$ cat src/rtl/des_feistel_f_if.sv
// Valid/ready bus around the DES round function: R and K in, f(R,K) out.
// DES bit numbering throughout: bit 1 is the MSB.
interface des_feistel_f_if #(
    parameter int BUSY_CNT_W = 2
);
    logic                  in_valid;
    logic                  in_ready;
    logic [1:32]           r_in;
    logic [1:48]           k_in;
    logic                  out_valid;
    logic                  out_ready;
    logic [1:32]           f_out;
    logic [BUSY_CNT_W-1:0] in_flight;

    modport master (
        output in_valid, r_in, k_in, out_ready,
        input  in_ready, out_valid, f_out, in_flight
    );

    modport slave (
        input  in_valid, r_in, k_in, out_ready,
        output in_ready, out_valid, f_out, in_flight
    );
endinterface

$ cat src/rtl/des_feistel_f.sv
// DES round function f(R,K) = P(S(E(R) xor K)) with an optional E/xor register stage
// and a registered output stage, both under no-bubble valid/ready flow control.
module des_sbox_lut #(
    parameter logic [255:0] TBL = '0
) (
    input  logic [1:6] i_b,
    output logic [1:4] o_s
);
    // Row = outer bits {b1,b6}, column = inner bits b2..b5; entry 0 sits in the top nibble.
    logic [5:0]   w_idx;
    logic [255:0] w_sh;

    assign w_idx = {i_b[1], i_b[6], i_b[2:5]};
    assign w_sh  = TBL << {w_idx, 2'b00};
    assign o_s   = w_sh[255:252];
endmodule

module s1box (input logic [1:6] i_b, output logic [1:4] o_s);
    des_sbox_lut #(.TBL(256'hE4D12FB83A6C5907_0F74E2D1A6CB9538_41E8D62BFC973A50_FC8249175B3EA06D)) u_lut (.i_b(i_b), .o_s(o_s));
endmodule

module s2box (input logic [1:6] i_b, output logic [1:4] o_s);
    des_sbox_lut #(.TBL(256'hF18E6B34972DC05A_3D47F28EC01A69B5_0E7BA4D158C6932F_D8A13F42B67C05E9)) u_lut (.i_b(i_b), .o_s(o_s));
endmodule

module s3box (input logic [1:6] i_b, output logic [1:4] o_s);
    des_sbox_lut #(.TBL(256'hA09E63F51DC7B428_D709346A285ECBF1_D6498F30B12C5AE7_1AD069874FE3B52C)) u_lut (.i_b(i_b), .o_s(o_s));
endmodule

module s4box (input logic [1:6] i_b, output logic [1:4] o_s);
    des_sbox_lut #(.TBL(256'h7DE3069A1285BC4F_D8B56F03472C1AE9_A690CB7DF13E5284_3F06A1D8945BC72E)) u_lut (.i_b(i_b), .o_s(o_s));
endmodule

module s5box (input logic [1:6] i_b, output logic [1:4] o_s);
    des_sbox_lut #(.TBL(256'h2C417AB6853FD0E9_EB2C47D150FA3986_421BAD78F9C5630E_B8C71E2D6F09A453)) u_lut (.i_b(i_b), .o_s(o_s));
endmodule

module s6box (input logic [1:6] i_b, output logic [1:4] o_s);
    des_sbox_lut #(.TBL(256'hC1AF92680D34E75B_AF427C9561DE0B38_9EF528C3704A1DB6_432C95FABE17608D)) u_lut (.i_b(i_b), .o_s(o_s));
endmodule

module s7box (input logic [1:6] i_b, output logic [1:4] o_s);
    des_sbox_lut #(.TBL(256'h4B2EF08D3C975A61_D0B7491AE35C2F86_14BDC37EAF680592_6BD814A7950FE23C)) u_lut (.i_b(i_b), .o_s(o_s));
endmodule

module s8box (input logic [1:6] i_b, output logic [1:4] o_s);
    des_sbox_lut #(.TBL(256'hD2846FB1A93E50C7_1FD8A374C56B0E92_7B419CE206ADF358_21E74A8DFC90356B)) u_lut (.i_b(i_b), .o_s(o_s));
endmodule

module des_feistel_f #(
    parameter int REG_IN     = 1,
    parameter int BUSY_CNT_W = 2
) (
    input  logic           clk,
    input  logic           rst_n,
    des_feistel_f_if.slave bus
);
    logic [1:32]           w_r;
    logic [1:48]           w_x0;
    logic [1:48]           w_x1;
    logic                  w_v1;
    logic                  w_s2_ready;
    logic                  w_in_xfer;
    logic                  w_out_xfer;
    logic [1:32]           w_s;
    logic [1:32]           w_p;
    logic                  r_v2;
    logic [1:32]           r_f;
    logic [BUSY_CNT_W-1:0] r_cnt;

    assign w_r  = bus.r_in;
    assign w_x0 = {w_r[32], w_r[1:5], w_r[4:9], w_r[8:13], w_r[12:17], w_r[16:21],
                   w_r[20:25], w_r[24:29], w_r[28:32], w_r[1]} ^ bus.k_in;

    assign w_s2_ready = !r_v2 || bus.out_ready;

    generate
        if (REG_IN != 0) begin : g_stage1
            logic        r_v1;
            logic [1:48] r_x1;
            logic        w_s1_ready;

            assign w_s1_ready = !r_v1 || w_s2_ready;

            // When the stage may move, it either refills from the input or empties.
            always_ff @(posedge clk or negedge rst_n) begin
                if (!rst_n) begin
                    r_v1 <= 1'b0;
                    r_x1 <= '0;
                end else if (w_s1_ready) begin
                    r_v1 <= bus.in_valid;
                    if (bus.in_valid) begin
                        r_x1 <= w_x0;
                    end
                end
            end

            assign bus.in_ready = w_s1_ready;
            assign w_v1         = r_v1;
            assign w_x1         = r_x1;
        end else begin : g_bypass
            assign bus.in_ready = w_s2_ready;
            assign w_v1         = bus.in_valid;
            assign w_x1         = w_x0;
        end
    endgenerate

    s1box u_s1 (.i_b(w_x1[1:6]),   .o_s(w_s[1:4]));
    s2box u_s2 (.i_b(w_x1[7:12]),  .o_s(w_s[5:8]));
    s3box u_s3 (.i_b(w_x1[13:18]), .o_s(w_s[9:12]));
    s4box u_s4 (.i_b(w_x1[19:24]), .o_s(w_s[13:16]));
    s5box u_s5 (.i_b(w_x1[25:30]), .o_s(w_s[17:20]));
    s6box u_s6 (.i_b(w_x1[31:36]), .o_s(w_s[21:24]));
    s7box u_s7 (.i_b(w_x1[37:42]), .o_s(w_s[25:28]));
    s8box u_s8 (.i_b(w_x1[43:48]), .o_s(w_s[29:32]));

    assign w_p = {w_s[16], w_s[7],  w_s[20], w_s[21], w_s[29], w_s[12], w_s[28], w_s[17],
                  w_s[1],  w_s[15], w_s[23], w_s[26], w_s[5],  w_s[18], w_s[31], w_s[10],
                  w_s[2],  w_s[8],  w_s[24], w_s[14], w_s[32], w_s[27], w_s[3],  w_s[9],
                  w_s[19], w_s[13], w_s[30], w_s[6],  w_s[22], w_s[11], w_s[4],  w_s[25]};

    // f_out only loads with a new item, so it keeps the last result while idle.
    always_ff @(posedge clk or negedge rst_n) begin
        if (!rst_n) begin
            r_v2 <= 1'b0;
            r_f  <= '0;
        end else if (w_s2_ready) begin
            r_v2 <= w_v1;
            if (w_v1) begin
                r_f <= w_p;
            end
        end
    end

    assign w_in_xfer  = bus.in_valid && bus.in_ready;
    assign w_out_xfer = r_v2 && bus.out_ready;

    always_ff @(posedge clk or negedge rst_n) begin
        if (!rst_n) begin
            r_cnt <= '0;
        end else if (w_in_xfer && !w_out_xfer) begin
            r_cnt <= r_cnt + BUSY_CNT_W'(1);
        end else if (!w_in_xfer && w_out_xfer) begin
            r_cnt <= r_cnt - BUSY_CNT_W'(1);
        end
    end

    assign bus.out_valid = r_v2;
    assign bus.f_out     = r_f;
    assign bus.in_flight = r_cnt;
endmodule

$ cat src/flat_wrapper.sv
// flat-port wrapper written by rule: the top's interface ports become plain ports
module des_feistel_f_flat 
#(
    parameter int REG_IN     = 1,
    parameter int BUSY_CNT_W = 2
)
  (clk, rst_n, bus_in_valid, bus_r_in, bus_k_in, bus_out_ready, bus_in_ready, bus_out_valid, bus_f_out, bus_in_flight);
  des_feistel_f_if #(.BUSY_CNT_W(BUSY_CNT_W)) bus_i ();
  input  logic clk;
  input  logic rst_n;
  input wire logic [$bits(bus_i.in_valid)-1:0] bus_in_valid;
  input wire logic [$bits(bus_i.r_in)-1:0] bus_r_in;
  input wire logic [$bits(bus_i.k_in)-1:0] bus_k_in;
  input wire logic [$bits(bus_i.out_ready)-1:0] bus_out_ready;
  output wire logic [$bits(bus_i.in_ready)-1:0] bus_in_ready;
  output wire logic [$bits(bus_i.out_valid)-1:0] bus_out_valid;
  output wire logic [$bits(bus_i.f_out)-1:0] bus_f_out;
  output wire logic [$bits(bus_i.in_flight)-1:0] bus_in_flight;
  assign bus_i.in_valid = bus_in_valid;
  assign bus_i.r_in = bus_r_in;
  assign bus_i.k_in = bus_k_in;
  assign bus_i.out_ready = bus_out_ready;
  assign bus_in_ready = bus_i.in_ready;
  assign bus_out_valid = bus_i.out_valid;
  assign bus_f_out = bus_i.f_out;
  assign bus_in_flight = bus_i.in_flight;
  des_feistel_f #(.REG_IN(REG_IN), .BUSY_CNT_W(BUSY_CNT_W)) u_core (.clk(clk), .rst_n(rst_n), .bus(bus_i));
endmodule
$ cat config.mk
export PLATFORM = sky130hd
export DESIGN_NAME = des_feistel_f_flat
export DESIGN_NICKNAME = d
export VERILOG_FILES = /design/src/rtl/des_feistel_f_if.sv /design/src/rtl/des_feistel_f.sv /design/src/flat_wrapper.sv
export SDC_FILE = /design/constraint.sdc
export NUM_CORES = 1
export LEC_CHECK = 0
export ABC_AREA = 1
export ABC_CLOCK_PERIOD_IN_PS = 2390
export CAP_MARGIN = 20
export CORE_MARGIN = 10
export CORE_UTILIZATION = 42
export CTS_BUF_LIST = sky130_fd_sc_hd__clkbuf_2
export DETAILED_ROUTE_END_ITERATION = 16
export PLACE_DENSITY = 0.64
export SETUP_SLACK_MARGIN = 0.5
export SYNTH_ARGS = -nofsm -noshare
export SYNTH_HDL_FRONTEND = slang
export SYNTH_SLANG_ARGS = --single-unit
$ cat constraint.sdc
create_clock -name clk -period 2.39 [get_ports clk]
set_input_delay 0.5975 -clock clk [delete_from_list [all_inputs] [get_ports clk]]
set_output_delay 0.5975 -clock clk [all_outputs]
set_load 0.02 [all_outputs]
==> results.json <==
{
  "drv_slew": 0,
  "clock_latency_ps": 610,
  "setup_viol": 0,
  "hp-class": "in -> async",
  "drt-total-wl_um": 21700,
  "final_cells": 1550,
  "grt_overflow": 0,
  "die_w_um": 156,
  "ys_seq_elements": 84,
  "cap_violations": 0,
  "r2r.worst_path.cells": 11,
  "grt_pass1_vias": 7364,
  "area_growth_pct": 19.7,
  "gp_congestion": 0.930,
  "crit_type": "in -> out",
  "ctsHtreeMaxLevel": 3,
  "synth_cell_type_count": 30,
  "grt_max_degree": 98,
  "nNetsFinal": 1467,
  "synth_area_um2": 7800,
  "antenna_cells": 0,
  "vdd_ir_drop_max_uv": 458,
  "track_usage": 0.176,
  "io_buffer_count": 119,
  "cp_data_required_time_ps": 1790,
  "yosysMostFrequentCell": "nand2_1",
  "wl_per_cell_um": 14.0,
  "reg2reg_slack_ps": 640,
  "avgSynthCellArea_um2": 6.48,
  "skew_ps": 41.0,
  "total_power_w": 0.00750,
  "die_h_um": 156,
  "utilization": 0.516,
  "ys.flop_type": "dfrtp_1",
  "grt_pass1_wl_um": 36300,
  "yosysTopAreaCell": "dfrtp_1",
  "rsz0062_at_grt": "yes",
  "r2r-start": "u_core.g_stage1.r_x1[16]",
  "fin_crit_sh": 0.810,
  "post-route-worst-setup-slack_ps": 455,
  "syn-instance-count": 1203,
  "dr.pass1.iters": 5,
  "ys_async_sr_fraction": 1.00,
  "clkTransAtPathRegs_ps": 260,
  "yosysSeqAreaShare": 0.270,
  "yosysTopAreaCellShare": 0.270,
  "root_buffer": "clkbuf_2",
  "p_leak_nw": 4.64,
  "pre_cts_slack_ps": -12.2,
  "drt_iter0_drc": 454,
  "crit_arrival_ps": 1340,
  "antenna_found_initial": 0,
  "coreArea_um2": 18100,
  "drive_above_1_share": 0.0961,
  "synth_nets": 1351,
  "maxSlewHeadroom": 0.636,
  "p_per_area_nw_per_um2": 804,
  "outcome": "finished, final reports clean",
  "end_kind": "output pin",
  "initial_core_util": 0.431,
  "fillers": 1814,
  "synthTopCellsByArea": "dfrtp_1, nand2_1, nand3_1",
  "drtAntennaViolNets": 0,
  "clock_path_buffers": 2,
  "rows": 49,
  "cts_buffers": 9,
  "synth_commonest_cells": "nand2_1, nand3_1, o21ai_0",
  "regToRegEndpoint": "u_core.bus.f_out[30]",
  "vias": 8063,
  "io_pins": 120,
  "drcViolationCount": 0,
  "period_minus_slack_ps": 1930,
  "hold_violations": 0,
  "cp_max_fo": 2,
  "dp.cells": 1516,
  "crit_path_start_kind": "input pin",
  "cts.sinks": 84,
  "tightest_slew_ps": 547,
  "synth_edf_count": 0,
  "cts_tree": "built",
  "dp_hpwl_um": 15500,
  "vias_per_cell": 5.20,
  "yosys_warnings": 0,
  "fmax_mhz": 517,
  "dieArea_um2": 24400
}
-- layout make-up --
type,count,area (µm²),area share
Clock buffer,10,50.0,0.00536
Clock inverter,3,65.1,0.00697
Inverter,83,318,0.0341
Multi-Input combinational cell,981,5100,0.546
Sequential cell,84,2110,0.226
Tap cell,229,287,0.0307
Timing Repair Buffer,160,1400,0.150
-- worst max-delay path, stage by stage --
cell and delay, ps:
clkdlybuf4s50_1 490, inv_2 60, nand3_4 80, buf_6 110
-- cells by family (layout without fill, tap and decap cells) --
kind of cell / after synthesis / in the layout / share of synthesized area
XOR/XNOR: 51 / 51 / 0.0573
flip-flops: 84 / 84 / 0.270
adder cells (fa/ha/maj): 64 / 64 / 0.103
buffers and inverters: 138 / 256 / 0.0827
AND/OR/NAND/NOR: 717 / 717 / 0.385
AO/OA/AOI/OAI: 149 / 149 / 0.103
-- power breakdown --
group | switching, W | leakage, nW | internal, W | total, W
Sequential | 0.000506 | 1.01 | 0.00185 | 0.00235
Combinational | 0.00259 | 3.55 | 0.00169 | 0.00428
Clock | 0.000536 | 0.0737 | 0.000332 | 0.000867
Total | 0.00363 | 4.64 | 0.00387 | 0.00750
-- timing repair --
item,4_1_cts,5_1_grt
pin swaps,0,1
buffers inserted,9,11
resized for setup,159,19
hold buffers,1,0
gates cloned,0,0
setup endpoints to repair,42,29
hold endpoints to repair,57,0
-- routing by layer --
| layer | wire [µm] | up-vias | GRT usage |
|---|---|---|---|
| li1 | - | 4145 | - |
| met1 | 10100 | 3640 | 0.236 |
| met2 | 10100 | 254 | 0.284 |
| met3 | 1280 | 24 | 0.0304 |
| met4 | 316 | 0 | 0.0535 |
| met5 | 0 | - | 0 |
-- how the worst max path moves through the flow --
stage / from / to / slack, ps
floorplan: bus_out_ready / u_core.bus.in_flight[1] / 510
global placement: bus_out_ready / bus_in_ready / -20
detailed placement: bus_out_ready / bus_in_ready / -10
CTS: u_core.bus.out_valid / bus_in_ready / 390
global route: u_core.bus.out_valid / bus_in_ready / 420
finish: bus_out_ready / bus_in_ready / 460
-- placed cells by master, fill, tap and decap left out, types with 7 or more instances in the layout --
master / instances
clkbuf_2: 10
inv_2: 12
dfrtp_1: 75
nand3_1: 214
xnor2_1: 50
buf_2: 29
dfrtp_2: 9
buf_6: 7
ha_1: 62
buf_4: 38
o211ai_1: 15
nor2_1: 46
a21oi_1: 23
nand2_1: 442
inv_1: 63
clkdlybuf4s50_1: 82
o21ai_0: 99
-- per-stage QoR --
step	hold WS, ps	cell area [µm²]	TNS (ps)
after global routing	229	9330	0
after global placement	394	9150	-18.8
after floorplan	302	7820	0
after detailed placement	395	9150	-12.2
final	262	9330	0
after CTS	189	9190	0
-- registers in the layout, indices dropped and copies added, names as in the netlist --
name,cells
u_core.bus.in_flight,2
u_core.bus.f_out,32
u_core.g_stage1.r_x1,48
u_core.g_stage1.r_v1,1
u_core.bus.out_valid,1
(Power assumes the default switching activity.)
